File: src/rtl/multicycle_ctrl.sv
// multicycle_ctrl: FETCH/DECODE/EXE/MEM/WB sequencer driving a multi-cycle MIPS-subset datapath.
// Define MCTRL_PERF_EN to add the cycle_cnt / instr_cnt performance counters.
module multicycle_ctrl #(
    parameter int PERF_W = 32
) (
    input  logic       clk,
    input  logic       rst,
    input  logic [5:0] opcode,
    input  logic [5:0] funct,
    input  logic       zero,
    input  logic       imem_ready,
    input  logic       dmem_ready,
    output logic       pc_write,
    output logic       ir_write,
    output logic       npc_sel,
    output logic       j_ctl,
    output logic [1:0] alu_ctl,
    output logic       alu_src,
    output logic [1:0] ext_op,
    output logic       reg_dst,
    output logic [1:0] reg_src,
    output logic       reg_write,
    output logic       mem_write,
    output logic       mem_read,
    output logic       illegal,
    output logic [2:0] state_o
`ifdef MCTRL_PERF_EN
    ,
    output logic [PERF_W-1:0] cycle_cnt,
    output logic [PERF_W-1:0] instr_cnt
`endif
);

    // Memory handshake: imem_ready/dmem_ready are sampled every cycle in FETCH/MEM.
    // A cycle with ready=1 completes the access and advances; while ready=0 the
    // state and all request strobes are held unchanged.

    typedef enum logic [2:0] {
        S_FETCH  = 3'd0,
        S_DECODE = 3'd1,
        S_EXE    = 3'd2,
        S_MEM    = 3'd3,
        S_WB     = 3'd4,
        S_BR     = 3'd5,
        S_JMP    = 3'd6
    } state_t;

    localparam logic [5:0] OP_RTYPE = 6'b000000;
    localparam logic [5:0] OP_ORI   = 6'b001101;
    localparam logic [5:0] OP_LUI   = 6'b001111;
    localparam logic [5:0] OP_LW    = 6'b100011;
    localparam logic [5:0] OP_SW    = 6'b101011;
    localparam logic [5:0] OP_BEQ   = 6'b000100;
    localparam logic [5:0] OP_J     = 6'b000010;
    localparam logic [5:0] FN_ADDU  = 6'b100001;
    localparam logic [5:0] FN_SUBU  = 6'b100011;

    state_t     state;
    logic [5:0] op_q;
    logic [5:0] fn_q;
    logic       illegal_q;

    logic live_beq;
    logic live_j;
    logic live_exe;

    logic is_addu;
    logic is_subu;
    logic is_ori;
    logic is_lui;
    logic is_lw;
    logic is_sw;

    // Decode of the freshly loaded IR, used only to pick the DECODE successor.
    always_comb begin
        live_beq = (opcode == OP_BEQ);
        live_j   = (opcode == OP_J);
        live_exe = ((opcode == OP_RTYPE) && ((funct == FN_ADDU) || (funct == FN_SUBU)))
                 || (opcode == OP_ORI) || (opcode == OP_LUI)
                 || (opcode == OP_LW)  || (opcode == OP_SW);
    end

    always_comb begin
        is_addu = (op_q == OP_RTYPE) && (fn_q == FN_ADDU);
        is_subu = (op_q == OP_RTYPE) && (fn_q == FN_SUBU);
        is_ori  = (op_q == OP_ORI);
        is_lui  = (op_q == OP_LUI);
        is_lw   = (op_q == OP_LW);
        is_sw   = (op_q == OP_SW);
    end

    always_ff @(posedge clk or negedge rst) begin
        if (!rst) begin
            state     <= S_FETCH;
            op_q      <= '0;
            fn_q      <= '0;
            illegal_q <= 1'b0;
        end else begin
            case (state)
                S_FETCH: begin
                    if (imem_ready) state <= S_DECODE;
                end
                S_DECODE: begin
                    op_q <= opcode;
                    fn_q <= funct;
                    if (live_beq) begin
                        state <= S_BR;
                    end else if (live_j) begin
                        state <= S_JMP;
                    end else if (live_exe) begin
                        state <= S_EXE;
                    end else begin
                        illegal_q <= 1'b1;
                        state     <= S_FETCH;
                    end
                end
                S_EXE: begin
                    state <= (is_lw || is_sw) ? S_MEM : S_WB;
                end
                S_MEM: begin
                    if (dmem_ready) state <= is_lw ? S_WB : S_FETCH;
                end
                S_WB:    state <= S_FETCH;
                S_BR:    state <= S_FETCH;
                S_JMP:   state <= S_FETCH;
                default: state <= S_FETCH;
            endcase
        end
    end

    // Outputs are decoded straight from state and the latched instruction and
    // are all held low while rst is asserted, so an abandoned access drops at once.
    always_comb begin
        pc_write  = 1'b0;
        ir_write  = 1'b0;
        npc_sel   = 1'b0;
        j_ctl     = 1'b0;
        alu_ctl   = 2'b00;
        alu_src   = 1'b0;
        ext_op    = 2'b00;
        reg_dst   = 1'b0;
        reg_src   = 2'b00;
        reg_write = 1'b0;
        mem_write = 1'b0;
        mem_read  = 1'b0;
        if (rst) begin
            case (state)
                S_FETCH: begin
                    ir_write = imem_ready;
                    pc_write = imem_ready;
                end
                // ALU controls stay up through MEM and WB so the address and
                // result remain stable without an ALU output register.
                S_EXE, S_MEM, S_WB: begin
                    if (is_subu) alu_ctl = 2'b01;
                    if (is_ori) begin
                        alu_src = 1'b1;
                        ext_op  = 2'b00;
                        alu_ctl = 2'b10;
                    end
                    if (is_lui) ext_op = 2'b10;
                    if (is_lw || is_sw) begin
                        alu_src = 1'b1;
                        ext_op  = 2'b01;
                    end
                    if (state == S_MEM) begin
                        mem_read  = is_lw;
                        mem_write = is_sw;
                    end
                    if (state == S_WB) begin
                        reg_write = 1'b1;
                        reg_dst   = is_addu || is_subu;
                        reg_src   = is_lui ? 2'b10 : (is_lw ? 2'b01 : 2'b00);
                    end
                end
                S_BR: begin
                    alu_ctl  = 2'b01;
                    npc_sel  = 1'b1;
                    pc_write = zero;
                end
                S_JMP: begin
                    j_ctl    = 1'b1;
                    pc_write = 1'b1;
                end
                default: ;
            endcase
        end
    end

    assign illegal = rst & illegal_q;
    assign state_o = rst ? state : S_FETCH;

`ifdef MCTRL_PERF_EN
    logic instr_done;

    // An instruction retires on every return to FETCH except the illegal skip.
    assign instr_done = (state == S_WB) || (state == S_BR) || (state == S_JMP)
                      || ((state == S_MEM) && dmem_ready && is_sw);

    always_ff @(posedge clk or negedge rst) begin
        if (!rst) begin
            cycle_cnt <= '0;
            instr_cnt <= '0;
        end else begin
            cycle_cnt <= cycle_cnt + PERF_W'(1);
            if (instr_done) instr_cnt <= instr_cnt + PERF_W'(1);
        end
    end
`else
    // Keeps PERF_W referenced when the counters are compiled out.
    if (PERF_W < 1) begin : g_perf_w_unused
    end
`endif

endmodule

File: config.mk
export PLATFORM = sky130hd
export DESIGN_NAME = multicycle_ctrl
export DESIGN_NICKNAME = d
export VERILOG_FILES = /design/src/rtl/multicycle_ctrl.sv
export SDC_FILE = /design/constraint.sdc
export NUM_CORES = 1
export LEC_CHECK = 0
export ABC_AREA = 0
export CORE_UTILIZATION = 45
export DETAILED_ROUTE_END_ITERATION = 7
export GPL_TIMING_DRIVEN = 0
export PLACE_DENSITY = 0.82
export SLEW_MARGIN = 30
export SYNTH_ARGS = -nofsm -noshare
export SYNTH_HDL_FRONTEND = slang
export SYNTH_SLANG_ARGS = --single-unit
File: constraint.sdc
create_clock -name clk -period 2.2 [get_ports clk]
set_input_delay 0.44 -clock clk [delete_from_list [all_inputs] [get_ports clk]]
set_output_delay 0.44 -clock clk [all_outputs]
set_load 0.005 [all_outputs]
Word-level counts from Yosys, hierarchy flattened
Index checks and enable logic that the tools add are counted.
{"block": "totals", "in_bits": 17, "elab_cells": 92, "out_inout_bits": 19, "reg_bits": 16}
{"block": "classes", "eq_ne": 22, "reduce_logical": 16, "muxes": 46, "n_bitwise": 4}
{"operator": "$eq A6 B6 Y1 const B", "n": 8}
{"operator": "$mux W1", "n": 25}
{"operator": "$eq A6 B4 Y1 const B", "n": 4}
{"operator": "$mux W2", "n": 11}
{"operator": "$mux W3", "n": 7}
{"operator": "$logic_not A6 Y1", "n": 2}
{"operator": "$pmux W3 S4", "n": 1}
{"operator": "$eq A3 B3 Y1 const B", "n": 3}
{"operator": "$logic_or A1 B1 Y1", "n": 7}
{"operator": "$eq A3 B2 Y1 const B", "n": 2}
{"operator": "$eq A6 B2 Y1 const B", "n": 1}
{"operator": "$eq A6 B3 Y1 const B", "n": 1}
{"operator": "$ne A2 B2 Y1 const B", "n": 2}
{"operator": "$pmux W2 S2", "n": 1}
{"operator": "$reduce_and A4 Y1", "n": 1}
{"operator": "$eq A3 B1 Y1 const B", "n": 1}
{"operator": "$logic_and A1 B1 Y1", "n": 3}
{"operator": "$logic_not A3 Y1", "n": 1}
{"operator": "$not A1 Y1", "n": 3}
{"operator": "$pmux W1 S3", "n": 1}
{"operator": "$reduce_or A3 Y1", "n": 1}
{"operator": "$reduce_and A2 Y1", "n": 1}
{"operator": "$and A1 B1 Y1", "n": 1}

Depth between registers and ports, before layout
Gate-level depths: netlist of run 1.
{"block": "logic_depth", "word_depth": 11, "mapped_depth": 6, "depth_no_buf": 4}

Worst setup path after synthesis of run 1
No wires, ideal clock.
{"block": "synth_timing", "path_type": "register to output", "from": "register state[0]", "to": "output alu_ctl[0]", "required_ns": 1.760, "path_buffers": 1, "arrival_time_ns": 1.263, "slack_ns": 0.497, "path_stages_with_launch": 6, "cell_sequence": "dfrtp_1 clkbuf_2 or3b_2 nand2_1 nand2_1 o21bai_1"}
{"block": "synth_via", "elab_chain_cells": 4, "elab_cells_between_ends": 7, "classes_between": "4 x eq/ne; 2 x mux; 1 x reduce/logical"}
{"element": "start: declaration", "line_no": "58", "source": "state_t state;"}
{"element": "start signal: assignment", "line_no": "118", "source": "state <= (is_lw || is_sw) ? S_MEM : S_WB;"}
{"element": "start signal: assignment", "line_no": "121", "source": "if (dmem_ready) state <= is_lw ? S_WB : S_FETCH;"}
{"element": "$eq A3 B2 Y1 / $eq A3 B3 Y1 (equally long branches)", "line_no": "147", "source": "case (state)"}
{"element": "$reduce_or A3 Y1", "line_no": "147"}
{"element": "$pmux W2 S2 *", "line_no": "147"}
{"element": "$mux W2 *", "line_no": "146", "source": "if (rst) begin"}
{"element": "end: declaration", "line_no": "17", "source": "output logic [1:0] alu_ctl,"}
Every way passes the cells marked *; elsewhere a longest branch is shown, timed or not.

Final worst setup path of run 1
{"block": "layout_timing", "from": "register state[1]", "to": "output npc_sel"}
{"block": "layout_via", "elab_chain_cells": 3}
{"element": "$eq A3 B3 Y1", "line_no": "147"}
{"element": "$mux W1", "line_no": "147"}
{"element": "$mux W1", "line_no": "146"}
{"element": "end: declaration", "line_no": "15", "source": "output logic npc_sel,"}
Every way passes these cells.

==> results of run 1 <==
==> logic make-up after synthesis <==
group                  count (synthesis)  synth area share
multiplexers                          11             0.122
buffers and inverters                 10            0.0432
AND/OR/NAND/NOR                       57             0.327
flip-flops                            16             0.395
XOR/XNOR                               1           0.00863
AO/OA/AOI/OAI                         15             0.105
==> layout by cell type (no fill, tap or decap), drive strengths merged, types with 4 or more instances in the layout <==
cell type / n
clkdlybuf4s50: 22
dfrtp: 16
nand2: 12
mux2: 11
buf: 10
dlygate4sd2: 9
nor2: 8
and2: 6
inv: 6
clkbuf: 6
a21oi: 5
nor3: 5
nor4: 4
nand3: 4
==> cell usage after synthesis <==
cell type	n	share of area
nand3_1	4	0.020
o21ai_0	1	0.0049
a32oi_1	1	0.0086
o211ai_1	1	0.0074
clkbuf_1	1	0.0037
a211o_1	1	0.0086
o21bai_1	1	0.0074
a31o_2	1	0.0086
or2_2	3	0.018
o2111ai_1	2	0.017
and4bb_2	1	0.012
clkbuf_2	2	0.0099
mux2_2	11	0.12
nand2_4	1	0.011
a2bb2oi_1	1	0.0086
nor4_1	4	0.025
nand2b_1	3	0.018
nand4_1	2	0.012
a311oi_1	1	0.0086
xor2_1	1	0.0086
nor4bb_1	1	0.0099
nor3b_1	1	0.0074
nand2_1	11	0.041
nor2_1	8	0.030
nor4b_1	2	0.017
and4b_1	1	0.0099
nor3_2	1	0.0099
nor3_1	4	0.020
and2_1	6	0.037
a21oi_1	5	0.025
dfrtp_1	16	0.39
or3b_2	1	0.0086
inv_1	6	0.022
buf_4	1	0.0074
nor2b_1	2	0.012
or4_1	1	0.0074
==> final cells by class <==
cell class,instances,area share
timing repair buffer,42,0.251
clock buffer,4,0.0237
sequential,16,0.263
multi-input combinational,84,0.407
tap,27,0.0220
inverter,6,0.0147
buffer,3,0.0188
==> worst max-delay path by stage <==
| stage | endpoint | slack [ps] | cells past startpoint |
|---|---|---|---|
| finish | npc_sel | 80 | 3 |
| global route | alu_ctl[1] | -20 | 6 |
| CTS | alu_ctl[0] | 30 | 5 |
| detailed placement | alu_ctl[0] | -1150 | 5 |
| global placement | alu_ctl[0] | -1120 | 5 |
| floorplan | alu_ctl[0] | 500 | 5 |
==> power by group <==
part | internal [mW] | switching, mW
clock network | 0.101 | 0.0890
logic | 0.218 | 0.159
registers | 0.387 | 0.0890
total | 0.706 | 0.337
==> sequential cells by signal, indices dropped and copies added, names as in the netlist <==
register	cells
fn_q	6
illegal_q	1
state	3
op_q	6
==> metrics by stage <==
| stage | total power [mW] | TNS (ps) | cell area [µm²] | worst slack, ps |
|---|---|---|---|---|
| floorplan | 0.650 | 0 | 1010 | 497 |
| global placement | 0.750 | -14270 | 1400 | -1120 |
| detailed placement | 0.770 | -14510 | 1400 | -1150 |
| CTS | 1.03 | 0 | 1520 | 28.3 |
| global route | 1.11 | -18.4 | 1530 | -17.0 |
| finish | 1.04 | 0 | 1530 | 82.0 |
==> routing by layer <==
layer / part of all wire / global-route usage / up-vias
met5: 0 / 0 / -
met4: 0.011 / 0.0714 / 0
met3: 0.046 / 0.0247 / 4
met2: 0.51 / 0.429 / 36
met1: 0.44 / 0.283 / 475
li1: - / - / 489
==> timing repair <==
action | CTS | global route
pin swaps | 4 | 1
setup buffers | 5 | 2
endpoints found under the setup margin | 19 | 7
gates resized for setup | 34 | 6
==> impl_metrics.json, run 1 <==
{
  "grt_usage": 0.233,
  "nets": 173,
  "vias": 1004,
  "grt_max_degree": 24,
  "total_leakage_power_nw": 0.672,
  "power-per-cell-area_mw_per_mm2": 680,
  "cts_buffers": 3,
  "path_class": "reg -> out",
  "r2r.worst_path.cells": 5,
  "cap_violations": 0,
  "io_buffers": 35,
  "final_max_slew_viol_count": 0,
  "antenna_cells": 0,
  "start_kind": "flip-flop",
  "drt-total-wl_um": 2560,
  "first_global_vias": 972,
  "place_inst": 172,
  "cts_hold_buf": 0,
  "synth_area_mm2": 0.00101,
  "cts-root-buf": "clkbuf_4",
  "avgSynthCellArea_um2": 9.22,
  "r2r_start": "state[0]",
  "period_minus_slack_ps": 2120,
  "max_stage_delay_ps": 530,
  "crit_buf_inv": 2,
  "endpoint_kind": "output pin",
  "peakVddDrop_v": 0.000569,
  "row_count": 16,
  "required_ps": 1760,
  "postLayoutCoreUtil": 0.751,
  "multi_input_area_um2": 624,
  "clock.fmax_ghz": 0.472,
  "rsz0062_at_grt": "yes",
  "postSynthCellCount": 110,
  "wl_per_cell_um": 14.1,
  "synth.net_count": 127,
  "grt_antenna_before_repair": 0,
  "crit_slowest_cell": "clkdlybuf4s50_1",
  "io_pins": 36,
  "worstHoldPathType": "in -> async",
  "crit_chain": "buf_4, nor3b_4, clkdlybuf4s50_1",
  "cts_tree": "built",
  "viasPerCell": 5.52,
  "setup_viol": 0,
  "cp_top_family": "buffers and inverters",
  "status": "finished, final reports clean",
  "path_clk_slew_ps": 100,
  "finalCritPeriodShare": 0.963,
  "hpwl_um": 1830,
  "synth.distinct_cells": 36,
  "whs_ps": 26.0,
  "place_congestion": 0.749,
  "first_iter_violations": 13,
  "instances_no_fill": 182,
  "grt_pass1_wl_um": 4420,
  "die_x_um": 49.5,
  "ys_warn_count": 0,
  "ys_seq_area_frac": 0.395,
  "slew_headroom": 0.631,
  "drc": 0,
  "critPathLaunch": "state[1]",
  "crit_fanout": 10,
  "tightestPinTransition_ps": 548,
  "die_area_mm2": 0.00245,
  "fillers": 164,
  "die_y_um": 49.5,
  "drtPass1Iterations": 4,
  "postRouteAntennaNets": 0,
  "start_util": 0.497,
  "layout-drive-gt1-share": 0.284,
  "reg2reg_setup_slack_ps": 550,
  "clkLatencyLatePin_ps": 280,
  "seq_area_um2": 403,
  "cts_sinks": 16,
  "hold_violations": 0,
  "synth-seq-cells": 16,
  "area_growth_pct": 51.0,
  "cp.arrival_ps": 1680,
  "timing.rr.end": "fn_q[5]",
  "core_area_mm2": 0.00204,
  "grt-ovfl-total": 0,
  "skew_ps": 6.10,
  "htreeDepth": 1,
  "ctsLongestPathBuffers": 2
}
(Power assumes the default switching activity.)
==> inputs of run 2 (changes only) <==
- CORE_MARGIN: default -> 4
==> run 2 against run 1 <==
Cell count rose by 2.7%. Non-clock buffer count rose by 5. Combinational power rose by 10%. Routed wire length rose by 21%. Clock power barely moved. Setup slack got worse by 36 ps. Register-to-register slack got worse by 130 ps. Sequential power rose by 3%. Maximum frequency fell by 1.7%. Die area rose by 26%. Largest power group unchanged.
==> impl_metrics.json, run 2 (same netlist as run 1, synthesis figures left out) <==
{
  "drt-total-wl_um": 3100,
  "row_count": 16,
  "endpoint_kind": "output pin",
  "required_ps": 1760,
  "grt_antenna_before_repair": 0,
  "power-per-cell-area_mw_per_mm2": 692,
  "grt_max_degree": 24,
  "cap_violations": 0,
  "final_cell_mix": "22 x clkdlybuf4s50_1, 14 x dfrtp_1, 13 x buf_4, 11 x mux2_2, 10 x nand2_1",
  "core_area_mm2": 0.00204,
  "io_pins": 36,
  "first_global_vias": 1019,
  "tightestPinTransition_ps": 761,
  "cp.arrival_ps": 1710,
  "post-place-ws_ps": -1150,
  "place_congestion": 0.780,
  "worstHoldPathType": "reg -> reg",
  "area_growth_pct": 56.1,
  "period_minus_slack_ps": 2150,
  "slew_headroom": 0.491,
  "ctsLongestPathBuffers": 2,
  "hold_violations": 0,
  "htreeDepth": 1,
  "hpwl_um": 1900,
  "grt_usage": 0.198,
  "path_clk_slew_ps": 100,
  "wl_per_cell_um": 16.6,
  "final_max_slew_viol_count": 0,
  "path_class": "reg -> out",
  "final_common_cell": "clkdlybuf4s50_1",
  "die_y_um": 55.5,
  "place_inst": 172,
  "fin_area_mm2": 0.00158,
  "nets": 178,
  "p_total_mw": 1.10,
  "peakVddDrop_v": 0.000660,
  "first_iter_violations": 28,
  "clkLatencyLatePin_ps": 280,
  "die_x_um": 55.5,
  "rsz0062_at_grt": "yes",
  "cts-root-buf": "clkbuf_4",
  "grt_pass1_wl_um": 4880,
  "crit_fanout": 9,
  "die_area_mm2": 0.00308,
  "total_leakage_power_nw": 0.701,
  "reg2reg_setup_slack_ps": 420,
  "setup_viol": 0,
  "cts_tree": "built",
  "vias": 1048,
  "viasPerCell": 5.60,
  "cts_sinks": 16,
  "clock.fmax_ghz": 0.464,
  "drc": 0,
  "io_buffers": 35,
  "status": "finished, final reports clean",
  "skew_ps": 7.63,
  "cts_buffers": 3,
  "drtPass1Iterations": 4,
  "reg_top3": "fn_q x6, op_q x6, state x3",
  "fillers": 151,
  "postRouteAntennaNets": 0,
  "grt-ovfl-total": 0,
  "start_kind": "flip-flop",
  "dpl_cell_area_mm2": 0.00140,
  "fin_ws_ps": 46.1,
  "antenna_cells": 0,
  "finalCritPeriodShare": 0.979,
  "layout-drive-gt1-share": 0.313,
  "instances_no_fill": 187,
  "start_util": 0.497,
  "postLayoutCoreUtil": 0.776
}
run 2: changes by cell type in the layout (fill, tap and decap cells not counted), sizes merged:
| cell | before | now |
|---|---|---|
| buf | 10 | 14 |
| clkbuf | 6 | 7 |
| dlygate4sd2 | 9 | 8 |
| dlygate4sd3 | 0 | 1 |
run 2: metrics by stage:
step | TNS, ps | hold slack (ps)
6_report | 0 | 475
5_1_grt | -13.4 | 500
4_1_cts | 0 | 18.7
3_5_place_dp | -14630 | 453
3_3_place_gp | -14300 | 447
2_1_floorplan | 0 | 144
run 2: area by class of cell:
| class | instances | area, µm² | share of cell area |
|---|---|---|---|
| multi-input cells | 84 | 636 | 0.401 |
| repair buffers | 47 | 424 | 0.268 |
| flip-flops and latches | 16 | 403 | 0.254 |
| clock buffers | 4 | 36.3 | 0.0229 |
| well taps | 27 | 33.8 | 0.0213 |
| plain buffers | 3 | 28.8 | 0.0182 |
| inverters | 6 | 22.5 | 0.0142 |
run 2: critical path, stage by stage (launching register included):
cell           delay, ps
dfrtp_1              390
clkbuf_8             160
and2_1               160
and2_4               150
a211o_1              300
dlygate4sd2_1        270
run 2: worst paths after layout:
path	startpoint	to	cells past startpoint
worst max-delay path	state[2]	pc_write	5
worst min-delay path	illegal_q	illegal_q	1
worst max register to register	state[1]	fn_q[3]	5
worst min register to register	illegal_q	illegal_q	1
max in group asynchronous	rst	op_q[1]	2
min in group asynchronous	rst	op_q[3]	2
run 2: timing repair:
action,4_1_cts,5_1_grt
resized for setup,34,11
endpoints found under the setup margin,19,8
setup buffers,7,4
pin swaps,2,3
endpoints found under the hold margin,0,16
hold buffers,0,1
run 2: per-layer routing:
layer | GRT usage | wire length [µm] | vias up
li1 | - | - | 496
met1 | 0.244 | 1300 | 502
met2 | 0.340 | 1550 | 44
met3 | 0.0350 | 190 | 6
met4 | 0.0764 | 61 | 0
met5 | 0 | 0 | -
run 2: where the power goes:
group          switching, mW  leakage [nW]  internal (mW)
clock                 0.0918        0.0210          0.101
sequential             0.103         0.187          0.387
combinational          0.171         0.493          0.244
